### src/rtl/palette_loader.sv
// palette_loader: assembles byte-serial RGB downloads into 24-bit colours
// and commits them to the video palette RAM during blanking.
module palette_loader #(
  parameter int FIFO_DEPTH = 4,
  parameter bit BLANK_ONLY = 1'b1
) (
  input  logic        clk,
  input  logic        reset_n,
  input  logic        dl_start,
  input  logic        dl_wr,
  input  logic [7:0]  dl_data,
  output logic        dl_wait,
  input  logic        blank,
  output logic        load_color,
  output logic [23:0] load_color_data,
  output logic [5:0]  load_color_index,
  output logic        pal_loaded,
  output logic        overflow
);

  localparam int AW = (FIFO_DEPTH > 1) ? $clog2(FIFO_DEPTH) : 1;
  localparam int CW = AW + 1;

  typedef enum logic [1:0] {
    EMPTY,
    ARM,
    WRITE,
    RECOVER
  } state_t;

  state_t state, state_nx;

  logic [29:0]   mem [FIFO_DEPTH];
  logic [AW-1:0] wr_ptr;
  logic [AW-1:0] rd_ptr;
  logic [CW-1:0] count;
  logic [1:0]    lane;
  logic [6:0]    entry;
  logic [7:0]    r_q;
  logic [7:0]    g_q;

  logic full;
  logic nempty;
  logic go;
  logic wr_acc;
  logic lane2;
  logic push;
  logic drop;
  logic [29:0] head;

  assign full    = (count == CW'(FIFO_DEPTH));
  assign nempty  = (count != '0);
  assign dl_wait = full;
  assign head    = mem[rd_ptr];

  // bytes past entry 64 are silently ignored
  assign wr_acc = dl_wr & ~dl_start & ~entry[6];
  assign lane2  = wr_acc & (lane == 2'd2);
  assign push   = lane2 & (~full | go);
  assign drop   = lane2 & full & ~go;

  always_comb begin
    state_nx = state;
    go       = 1'b0;
    case (state)
      EMPTY: begin
        if (!dl_start && nempty)
          state_nx = ARM;
      end
      ARM: begin
        if (dl_start) begin
          state_nx = EMPTY;
        end else if (blank || !BLANK_ONLY) begin
          go       = 1'b1;
          state_nx = WRITE;
        end
      end
      WRITE: begin
        state_nx = RECOVER;
      end
      RECOVER: begin
        if (!dl_start && nempty)
          state_nx = ARM;
        else
          state_nx = EMPTY;
      end
      default: state_nx = EMPTY;
    endcase
  end

  always_ff @(posedge clk or negedge reset_n) begin
    if (!reset_n)
      state <= EMPTY;
    else
      state <= state_nx;
  end

  always_ff @(posedge clk) begin
    if (push)
      mem[wr_ptr] <= {r_q, g_q, dl_data, entry[5:0]};
  end

  always_ff @(posedge clk or negedge reset_n) begin
    if (!reset_n) begin
      wr_ptr <= '0;
      rd_ptr <= '0;
      count  <= '0;
    end else if (dl_start) begin
      wr_ptr <= '0;
      rd_ptr <= '0;
      count  <= '0;
    end else begin
      if (push)
        wr_ptr <= wr_ptr + 1'b1;
      if (go)
        rd_ptr <= rd_ptr + 1'b1;
      count <= count + CW'(push) - CW'(go);
    end
  end

  always_ff @(posedge clk or negedge reset_n) begin
    if (!reset_n) begin
      lane  <= 2'd0;
      entry <= 7'd0;
      r_q   <= 8'd0;
      g_q   <= 8'd0;
    end else if (dl_start) begin
      lane  <= 2'd0;
      entry <= 7'd0;
    end else if (wr_acc) begin
      unique case (1'b1)
        lane == 2'd0: begin
          r_q  <= dl_data;
          lane <= 2'd1;
        end
        lane == 2'd1: begin
          g_q  <= dl_data;
          lane <= 2'd2;
        end
        default: begin
          lane  <= 2'd0;
          entry <= entry + 7'd1;
        end
      endcase
    end
  end

  always_ff @(posedge clk or negedge reset_n) begin
    if (!reset_n) begin
      load_color       <= 1'b0;
      load_color_data  <= 24'd0;
      load_color_index <= 6'd0;
    end else begin
      load_color <= go;
      if (go) begin
        load_color_data  <= head[29:6];
        load_color_index <= head[5:0];
      end
    end
  end

  // a single dropped entry disqualifies the whole download
  always_ff @(posedge clk or negedge reset_n) begin
    if (!reset_n) begin
      pal_loaded <= 1'b0;
      overflow   <= 1'b0;
    end else if (dl_start) begin
      pal_loaded <= 1'b0;
      overflow   <= 1'b0;
    end else begin
      if (drop)
        overflow <= 1'b1;
      if (state == WRITE && load_color_index == 6'd63 &&
          !overflow && !drop)
        pal_loaded <= 1'b1;
    end
  end

endmodule
### config.mk
export PLATFORM = sky130hd
export DESIGN_NAME = palette_loader
export DESIGN_NICKNAME = d
export VERILOG_FILES = /design/src/rtl/palette_loader.sv
export SDC_FILE = /design/constraint.sdc
export NUM_CORES = 1
export LEC_CHECK = 0
export CORE_AREA = 4 4 130 132
export DETAILED_ROUTE_END_ITERATION = 10
export DIE_AREA = 0 0 134 136
export MAX_ROUTING_LAYER = met4
export PLACE_DENSITY_LB_ADDON = 0.25
export REMOVE_ABC_BUFFERS = 1
export SLEW_MARGIN = 40
export SYNTH_ARGS = -nofsm -noshare
export SYNTH_HDL_FRONTEND = slang
export SYNTH_SLANG_ARGS = --single-unit
export TNS_END_PERCENT = 5
### constraint.sdc
create_clock -name clk -period 3.4 [get_ports clk]
set_clock_uncertainty 0.15 [all_clocks]
set_input_delay 0.51 -clock clk [delete_from_list [all_inputs] [get_ports clk]]
set_output_delay 0.51 -clock clk [all_outputs]
set_load 0.01 [all_outputs]
==> impl_metrics.ini <==
[die]
initial_core_util_pct = 45.7
die-width_um = 134
io_pins = 47
rows = 46
dieArea_um2 = 18200
core_um2 = 15700
die_y_um = 136

[placed_design]
port-buffer-count = 46
hpwl_um = 8150
gp_congestion = 0.795

[clock_network]
cts_max_path_buffers = 2
clock-sinks = 187
cts_tree = yes
numCtsBuffers = 17
cts-resized-gates = 0
clk_latency_ns = 0.43
cts_max_level = 4
cts-root-buf = clkbuf_16
clk_pin_slew_ns = 0.06

[route]
dr.pass1.iters = 4
vias_per_cell = 5.11
postRouteAntennaNets = 0
initialDrtViolationCount = 143
routed_wl_um = 13000
drc = 0
vias = 3670
drt-wirelength-per-cell_um = 18.1

[grt]
first_global_vias = 3826
grt-ovfl-total = 0
globalRouteTotalUtil_pct = 16.1
antenna_found_initial = 0
grt_max_degree = 68
grt_pass1_wl_um = 21200

[worst_setup_path]
crit_path_end_kind = primary output
crit_path_end = dl_wait
critPathKind = register to primary output
start_kind = register
arrival_ns = 1.97
startpoint = count[1]$_DFF_PN0_
reg2reg_slack_ns = 1.11
worst_r2r_path_depth = 4
r2r-end = mem[0][3]$_DFFE_PP_
crit_path_max_fanout = 4
crit_required_ns = 2.74
worstReg2RegStart = entry[6]$_DFFE_PN0P_

[timing]
fin_crit_ns = 2.63
worstMarginPinSlew_ns = 0.659
slew_violations = 0
period_share_pct = 77.2
setup_tns_ns = 0
timing.fmax_ghz = 0.381
grt_setup_unrepaired = no
setup-violations-final = 0
hold_viol_final = 0
slew_headroom_pct = 56.1
holdWs_ns = 0.320

[power_and_ir_drop]
netSwitchingFraction_pct = 24.7
p_comb_share_pct = 16.8
power_density_nw_per_um2 = 685
p_seq_share_pct = 50.6
p_leak_nw = 3.23
clkPwrFrac_pct = 32.6
ir_worst_vdd_uv = 377
p_switching_mw = 1.44
internal_power_mw = 4.40

[finish]
final_util_pct = 54.3
area_growth_pct = 18.8
fillers = 1264
fin_nets = 509
diodes = 0
final_common_cell = edfxtp_1
drive_gt1_share_pct = 19.3
mostFrequentLayoutCells = 120 x edfxtp_1, 95 x nand2_1, 66 x dfrtp_1

[outcome]
status = complete, no violations

[logic_synthesis]
synth_area_leader_cell = edfxtp_1
yosys-top-cells-area = edfxtp_1 50%, dfrtp_1 23%, mux4_2 9.4%
yosys_warnings = 0
synth_edf_count = 120
synthesis.area_um2 = 7170
async_flop_share_pct = 35.8
synth_ff_type = edfxtp_1
synth_cells = 425
synth_area_per_cell_um2 = 16.9
synth.distinct_cells = 43
synth-seq-cells = 187
synth_top_area_share_pct = 50.2
yosysSeqAreaShare_pct = 73.6

[run]
cap_viol_max_count = 0

[hold_path]
hold_class = register to register
-- cell families (layout without fill, tap and decap cells) --
family / after synthesis / after routing / share of synthesized area (%)
flip-flops: 187 / 187 / 73.6
AND/OR/NAND/NOR: 133 / 133 / 8.48
multiplexers: 49 / 49 / 12.3
buffers and inverters: 24 / 101 / 1.60
AO/OA/AOI/OAI: 19 / 19 / 1.90
adder cells (fa/ha/maj): 7 / 7 / 1.33
XOR/XNOR: 6 / 6 / 0.733
-- per-stage QoR --
step	setup slack, ns	std cells	total power [mW]	cell area, um^2
6_report	0.774	718	5.84	8520
5_1_grt	0.700	718	6.12	8520
4_1_cts	0.751	718	5.91	8520
3_5_place_dp	0.454	685	4.00	7940
3_3_place_gp	0.499	685	3.98	7940
2_1_floorplan	-0.210	409	3.44	7090
-- repair_timing --
action                                 4_1_cts  5_1_grt
setup buffers                                0        0
hold buffers                                 1        0
endpoints found under the hold margin       67        0
-- worst max-delay path: stages (launching register included) --
cell	delay [ns]
dfrtp_1	0.43
or3b_1	0.46
inv_1	0.12
clkdlybuf4s50_1	0.54
-- Yosys cell counts, drive strengths merged, types with 3 or more instances --
cell type	n
ha	6
inv	8
nor2b	4
edfxtp	120
nor2	9
xor2	5
mux2i	3
nand2	97
o21ai	3
clkbuf	4
buf	12
dfrtp	67
or3	3
nand3	4
mux4	30
mux2	16
a21oi	6
and2	5
-- layout make-up --
type                    instances  area, um^2  area share [%]
flip-flops and latches        187        5280            62.0
multi-input cells             214        1780            20.9
repair buffers                 61         589            6.91
clock buffers                  21         450            5.28
well taps                     216         270            3.17
clock inverters                11         120            1.41
inverters                       8        30.0           0.352
-- worst min-delay path by stage --
stage	start	to	slack, ns	depth (start not counted)
final	load_color_data[13]$_DFFE_PN0P_	load_color_data[13]$_DFFE_PN0P_	0.32	2
after global routing	load_color_data[5]$_DFFE_PN0P_	load_color_data[5]$_DFFE_PN0P_	0.35	2
after CTS	load_color_data[23]$_DFFE_PN0P_	load_color_data[23]$_DFFE_PN0P_	0.33	2
after detailed placement	load_color_data[5]$_DFFE_PN0P_	load_color_data[5]$_DFFE_PN0P_	0.31	2
after global placement	load_color_data[23]$_DFFE_PN0P_	load_color_data[23]$_DFFE_PN0P_	0.31	2
after floorplan	reset_n	asynchronous set/reset pin	0.06	0
-- routing by layer --
| metal | up-vias | track usage [%] | wire (um) | part of all wire [%] |
|---|---|---|---|---|
| met1 | 1901 | 19.6 | 5610 | 43 |
| met2 | 55 | 26.8 | 6770 | 52 |
| met5 | - | - | 0 | 0 |
| li1 | 1699 | - | - | - |
| met4 | 0 | 6.34 | 216 | 1.7 |
| met3 | 15 | 3.29 | 400 | 3.1 |
-- power groups by stage --
stage	clock, mW	sequential, mW	combinational, mW
after floorplan	0	3.05	0.395
after global placement	0	2.99	0.985
after detailed placement	0	3.01	0.998
after CTS	1.94	2.96	1.00
after global routing	2.04	3.00	1.08
final	1.90	2.96	0.981
-- state kept, by name, indices dropped and copies added, names as in the netlist, named ones only --
register,count
mem,120
load_color_data,24
g_q,8
r_q,8
entry,7
load_color_index,6
count,3
lane,2
rd_ptr,2
wr_ptr,2
load_color,1
overflow,1
pal_loaded,1
state,1
(Power assumes the default switching activity.)
